[src/rtl/circle_ctrl.sv]
// Circle sequencer: clears the screen in column-major order, then hands the VGA port
// to a downstream circle drawer until it reports completion.
module circle_ctrl #(
  parameter int         SCREEN_W     = 160,
  parameter int         SCREEN_H     = 120,
  parameter logic [2:0] CLEAR_COLOUR = 3'b000
) (
  input  logic       clk,
  input  logic       rst_n,
  input  logic       start,
  input  logic [7:0] centre_x,
  input  logic [6:0] centre_y,
  input  logic [7:0] radius,
  input  logic [2:0] colour,
  output logic       done,
  output logic       circ_start,
  output logic [7:0] circ_centre_x,
  output logic [6:0] circ_centre_y,
  output logic [7:0] circ_radius,
  output logic [2:0] circ_colour,
  input  logic       circ_done,
  input  logic [7:0] circ_x,
  input  logic [6:0] circ_y,
  input  logic [2:0] circ_vga_colour,
  input  logic       circ_plot,
  output logic [7:0] vga_x,
  output logic [6:0] vga_y,
  output logic [2:0] vga_colour,
  output logic       vga_plot
);

  localparam logic [7:0] LAST_COL = 8'(SCREEN_W - 1);
  localparam logic [6:0] LAST_ROW = 7'(SCREEN_H - 1);

  typedef enum logic [1:0] {IDLE, CLEAR, DRAW, DONE} state_t;

  state_t     state;
  logic [7:0] col;
  logic [6:0] row;

  always_ff @(posedge clk or negedge rst_n) begin
    if (!rst_n) begin
      state         <= IDLE;
      col           <= '0;
      row           <= '0;
      done          <= 1'b0;
      circ_start    <= 1'b0;
      circ_centre_x <= '0;
      circ_centre_y <= '0;
      circ_radius   <= '0;
      circ_colour   <= '0;
    end else begin
      case (state)
        IDLE: begin
          done       <= 1'b0;
          circ_start <= 1'b0;
          if (start) begin
            circ_centre_x <= centre_x;
            circ_centre_y <= centre_y;
            circ_radius   <= radius;
            circ_colour   <= colour;
            col           <= '0;
            row           <= '0;
            state         <= CLEAR;
          end
        end
        CLEAR: begin
          // Dropping start freezes the counters where they are; they restart from IDLE.
          if (!start) begin
            state <= IDLE;
          end else if (row == LAST_ROW) begin
            row <= '0;
            if (col == LAST_COL) begin
              state      <= DRAW;
              circ_start <= 1'b1;
            end else begin
              col <= col + 8'd1;
            end
          end else begin
            row <= row + 7'd1;
          end
        end
        DRAW: begin
          // An abort takes priority over a coincident circ_done.
          if (!start) begin
            state      <= IDLE;
            circ_start <= 1'b0;
          end else if (circ_done) begin
            state      <= DONE;
            circ_start <= 1'b0;
            done       <= 1'b1;
          end
        end
        DONE: begin
          if (!start) begin
            state <= IDLE;
            done  <= 1'b0;
          end
        end
        default: state <= IDLE;
      endcase
    end
  end

  always_comb begin
    vga_x      = '0;
    vga_y      = '0;
    vga_colour = '0;
    vga_plot   = 1'b0;
    case (state)
      CLEAR: begin
        vga_x      = col;
        vga_y      = row;
        vga_colour = CLEAR_COLOUR;
        vga_plot   = 1'b1;
      end
      DRAW: begin
        vga_x      = circ_x;
        vga_y      = circ_y;
        vga_colour = circ_vga_colour;
        vga_plot   = circ_plot;
      end
      default: ;
    endcase
  end

endmodule

[config.mk]
export PLATFORM = sky130hd
export DESIGN_NAME = circle_ctrl
export DESIGN_NICKNAME = d
export VERILOG_FILES = /design/src/rtl/circle_ctrl.sv
export SDC_FILE = /design/constraint.sdc
export NUM_CORES = 1
export LEC_CHECK = 0
export ABC_AREA = 1
export BUFFER_PORTS_ARGS = -buffer_cell sky130_fd_sc_hd__buf_2
export CELL_PAD_IN_SITES_DETAIL_PLACEMENT = 1
export CELL_PAD_IN_SITES_GLOBAL_PLACEMENT = 2
export CORE_UTILIZATION = 24
export CTS_BUF_LIST = sky130_fd_sc_hd__clkbuf_4
export DETAILED_ROUTE_END_ITERATION = 12
export GPL_TIMING_DRIVEN = 0
export PLACE_DENSITY_LB_ADDON = 0.3
export SLEW_MARGIN = 30
export SYNTH_ARGS = -nofsm -noshare
export SYNTH_HDL_FRONTEND = slang
export SYNTH_SLANG_ARGS = --single-unit
[constraint.sdc]
create_clock -name clk -period 1.5 [get_ports clk]
set_input_delay 0.15 -clock clk [delete_from_list [all_inputs] [get_ports clk]]
set_output_delay 0.15 -clock clk [all_outputs]
set_load 0.01 [all_outputs]
== Word-level counts from Yosys, hierarchy flattened ==
Cells that the tools add are included.
Word-level totals
  register bits after elaboration: 45
  input bits: 49
  output and inout bits: 47
Cells by class
  add/subtract/negate cells: 2
  equality and inequality tests: 16
  mux-type cells: 31
  reduce and logical (&&, ||, !) cells: 10
Operator list (number)
  8-bit 2-to-1 mux: 4
  8-bit case mux with 2 select lines: 2
  7-bit case mux with 2 select lines: 2
  7-bit 2-to-1 mux: 3
  2-bit != test (second input constant): 8
  5-bit AND reduction: 3
  2-bit 2-to-1 mux: 7
  3-bit != test (second input constant): 3
  8-bit by 1-bit adder with 8-bit output (second input constant): 1
  8-bit equality test (second input constant): 1
  1-bit 2-to-1 mux: 8
  2-bit case mux with 4 select lines: 1
  7-bit by 1-bit adder with 7-bit output (second input constant): 1
  7-bit equality test (second input constant): 1
  1-bit case mux with 3 select lines: 2
  3-bit nonzero test: 2
  2-bit equality test (second input constant): 2
  4-bit AND reduction: 1
  3-bit 2-to-1 mux: 1
  3-bit AND reduction: 1
  2-bit by 1-bit equality test with 1-bit output (second input constant): 1
  2-bit zero test: 1
  1-bit case mux with 2 select lines: 1
  2-bit AND reduction: 1
  2-bit nonzero test: 1

== Logic depth before layout (Yosys ltp) ==
  word-level depth: 5
  gate-level depth with buffers: 11
  mapped depth without buffers: 10

== Worst setup path after synthesis ==
OpenSTA, ideal clock, no wires.
  path type: reg-to-output
  start point: register state[1]
  end point: output vga_x[0]
  data arrival time: 1.379 ns
  path slack: -0.029 ns
  stages on the path, launching flop included: 7
  path through: dfrtp_1 -> inv_1 -> ha_1 -> buf_6 -> clkbuf_1 -> nand2_1 -> a21oi_1
On the way
  longest elaborated chain between the ends: 2
  elaborated cells on any way between the ends: 3
Ends and longest elaborated chain
  start: declaration: line 37  | state_t state;
  start signal: assignment: line 43  | state <= IDLE;
  start signal: assignment: line 64  | state <= CLEAR;
  start signal: assignment: line 70  | state <= IDLE;
  2-bit equality test / 2-bit by 1-bit equality test with 1-bit output (equally long branches): line 110  | case (state)
  8-bit case mux with 2 select lines (*): line 110
  end: declaration: line 26  | output logic [7:0] vga_x,
Every way passes the cells marked *; elsewhere a longest branch is shown, timed or not.

== Final worst setup path ==
  start point: register state[1]
  end point: output vga_plot
On the way
  longest elaborated chain between the ends: 2
  elaborated cells on any way between the ends: 3
Ends and longest elaborated chain
  2-bit equality test / 2-bit by 1-bit equality test with 1-bit output (equally long branches): line 110
  1-bit case mux with 2 select lines (*): line 110
  end: declaration: line 29  | output logic vga_plot
Marked as above.

==> out/metrics.csv <==
metric,value,unit
DRT antenna net count,0,
Yosys cell types,28,
Required @ worst endpoint,1.35,ns
crit-path cells,inv_2 -> buf_6 -> ha_4 -> inv_8 -> clkbuf_16 -> a21oi_2 -> buf_2,
Final Skew,0.0116,ns
total grt overflow,0,
"Hold Vio Cnt, Final",0,
P_leak,2.19,nW
CTS H-Tree Depth,2,
via count,2791,
antenna violations before repair,0,
Root Buffer,clkbuf_4,
gate family responsible for the most delay along the worst path,buffers and inverters,
CTS Buffer Depth,2,
row count,37,
critical path arrival,1.69,ns
CTS sink cnt,45,
placed cells,572,
slowest CP cell,dfrtp_1,
"most common cell after layout, fill and taps aside",nand2_1,
Bufs and invs on worst path,5,
crit start category,flip-flop,
Worst-Skew Late Latency,0.38,ns
Area Growth Syn to Fin,65.6,%
die height,104,um
most frequent cells in the layout,"nand2_1, buf_2, dfrtp_1",
final cell count without fillers,637,
die area,10900,sq um
post-route clock period utilization,123,%
Post-Syn Area,2520,sq um
crit end category,output pin,
I/O Buffers,95,
Worst VDD drop,1.06,mV
Core ar.,10200,sq um
power per cell area,1860,nW/um^2
routed wire length per instance,13.2,um
Die W,104,um
drt drc,0,
crit-path max FO,8,
number of global-route vias before repair,3039,
syn nets,399,
CP max stage delay,0.40,ns
GPL Wtd Cong,0.725,
Slew headroom,59.6,%
DPL Wire Length,5380,um
Crit Path Category,flip-flop to output pin,
failing checks,negative setup slack,
Final #Nets,558,
Worst-Margin Slew,0.606,ns
layout cell share with drive strength beyond 1,42.9,%
status,"finished, violations left",
Max-Cap Viols,0,
unrepaired setup endpoints after global routing,true,
final worst slack,-0.341,ns
Tot GR Track Use,16.1,%
io pins,96,
placed cell area,3170,sq um
Pins Over Slew Limit,0,
WL final,8440,um
crit path time final,1.84,ns
first-pass detailed-route iteration total,4,
synth warn,0,
total CTS buffers,5,
Setup TNS,-6.35,ns
Final Setup Violations,33,
routed vias/inst,4.38,
Initial Utilization,24.6,%
#FFs+latches synth,45,
Post-Syn Instances,341,
Fmax,543,MHz
sequential share of the synthesized area,44.7,%
synthesized area per cell,7.39,sq um
clock slew at reported path FFs,0.15,ns
Finished Cell Area,4170,sq um
CTS tree,yes,
first-pass GRT wire length,14200,um
Initial DRC Count,65,
Min-Delay Path Class,primary input to flip-flop,
Min Hold Slack,0.164,ns
ANT cells,0,
fillcell total,1264,
Tot Pwr,7.76,mW
largest net degree at the start of global routing,46,
## kinds of logic after synthesis
kind of cell / Yosys count / share of synthesized area (%)
AO/OA/AOI/OAI: 32 / 6.55
XOR/XNOR: 3 / 1.04
adder cells (fa/ha/maj): 9 / 4.47
buffers and inverters: 38 / 6.60
flip-flops: 45 / 44.7
multiplexers: 1 / 0.397
AND/OR/NAND/NOR: 213 / 36.3
## worst reg2reg max path, cell delays in order (launching register included)
cell and delay [ns]:
dfrtp_1 0.43, buf_4 0.15, buf_6 0.11, buf_4 0.14
ha_2 0.17, nand2_2 0.07, o21ai_2 0.07, nor2_2 0.14
nand3_2 0.10, nand2_1 0.07, nand2_1 0.05
## routing by layer
layer / track usage (%) / vias up / wire length (um) / part of all wire (%)
li1: - / 1383 / - / -
met1: 19.2 / 1313 / 3560 / 42
met2: 28.7 / 86 / 4210 / 50
met3: 3.76 / 9 / 554 / 6.6
met4: 4.69 / 0 / 110 / 1.3
met5: 0 / - / 0 / 0
## per-stage QoR
stage               util (%)  setup slack (ns)
detailed placement      31.0            -0.396
finish                  40.8            -0.341
global route            40.8            -0.416
global placement        31.0            -0.396
floorplan                  -            0.0154
CTS                     39.1            -0.349
## where the power goes
group	total (mW)	leakage, nW	switching, mW	internal (mW)
sequential	1.98	0.575	0.296	1.68
combinational	5.16	1.59	2.75	2.41
clock	0.628	0.0234	0.447	0.182
## what timing repair did
item	4_1_cts	5_1_grt
cloned	3	0
pin swaps	18	8
gates resized for setup	81	32
buffers inserted	21	6
endpoints found under the setup margin	62	54
hold endpoints to repair	71	0
hold buffers	27	0
## sequential cells by signal (all words and copies together), names as in the netlist
name	cells
circ_centre_x	8
circ_radius	8
col	8
circ_centre_y	7
row	7
circ_colour	3
state	2
circ_start	1
done	1
## path summary, 6_finish.rpt
path	endpoint	startpoint	slack [ns]	cells after the start
setup / recovery	vga_plot	state[1]$_DFFE_PN0P_	-0.34	7
hold / removal	circ_centre_y[1]$_DFFE_PN0P_	start	0.16	4
setup reg to reg	state[1]$_DFFE_PN0P_	state[1]$_DFFE_PN0P_	-0.08	10
hold reg to reg	circ_radius[2]$_DFFE_PN0P_	circ_radius[2]$_DFFE_PN0P_	0.49	2
max in group asynchronous	state[0]$_DFFE_PN0P_	rst_n	0.75	2
min in group asynchronous	col[5]$_DFFE_PN0P_	rst_n	0.29	2
## layout make-up
cell class / count / area (sq um) / share of cell area (%)
timing repair buffer: 152 / 1060 / 25.3
inverter: 27 / 129 / 3.09
clock inverter: 3 / 22.5 / 0.540
multi-input combinational: 258 / 1470 / 35.2
sequential: 45 / 1130 / 27.0
buffer: 11 / 161 / 3.87
clock buffer: 5 / 37.5 / 0.899
tap: 136 / 170 / 4.08
## cell usage after synthesis (all sizes together)
cell type	instances	share of area, %
a21oi	22	4.4
a31oi	1	0.25
buf	5	1.5
clkbuf	6	0.89
clkinv	2	0.50
dfrtp	45	45
ha	9	4.5
inv	25	3.7
mux2i	1	0.40
nand2	173	27
nand3	13	2.6
nand4	5	1.2
nor2	18	4.3
nor3	4	0.79
o21a	1	0.30
o21ai	7	1.4
o22ai	1	0.25
xnor2	2	0.69
xor2	1	0.35
Power figures use the tool's default switching activity.
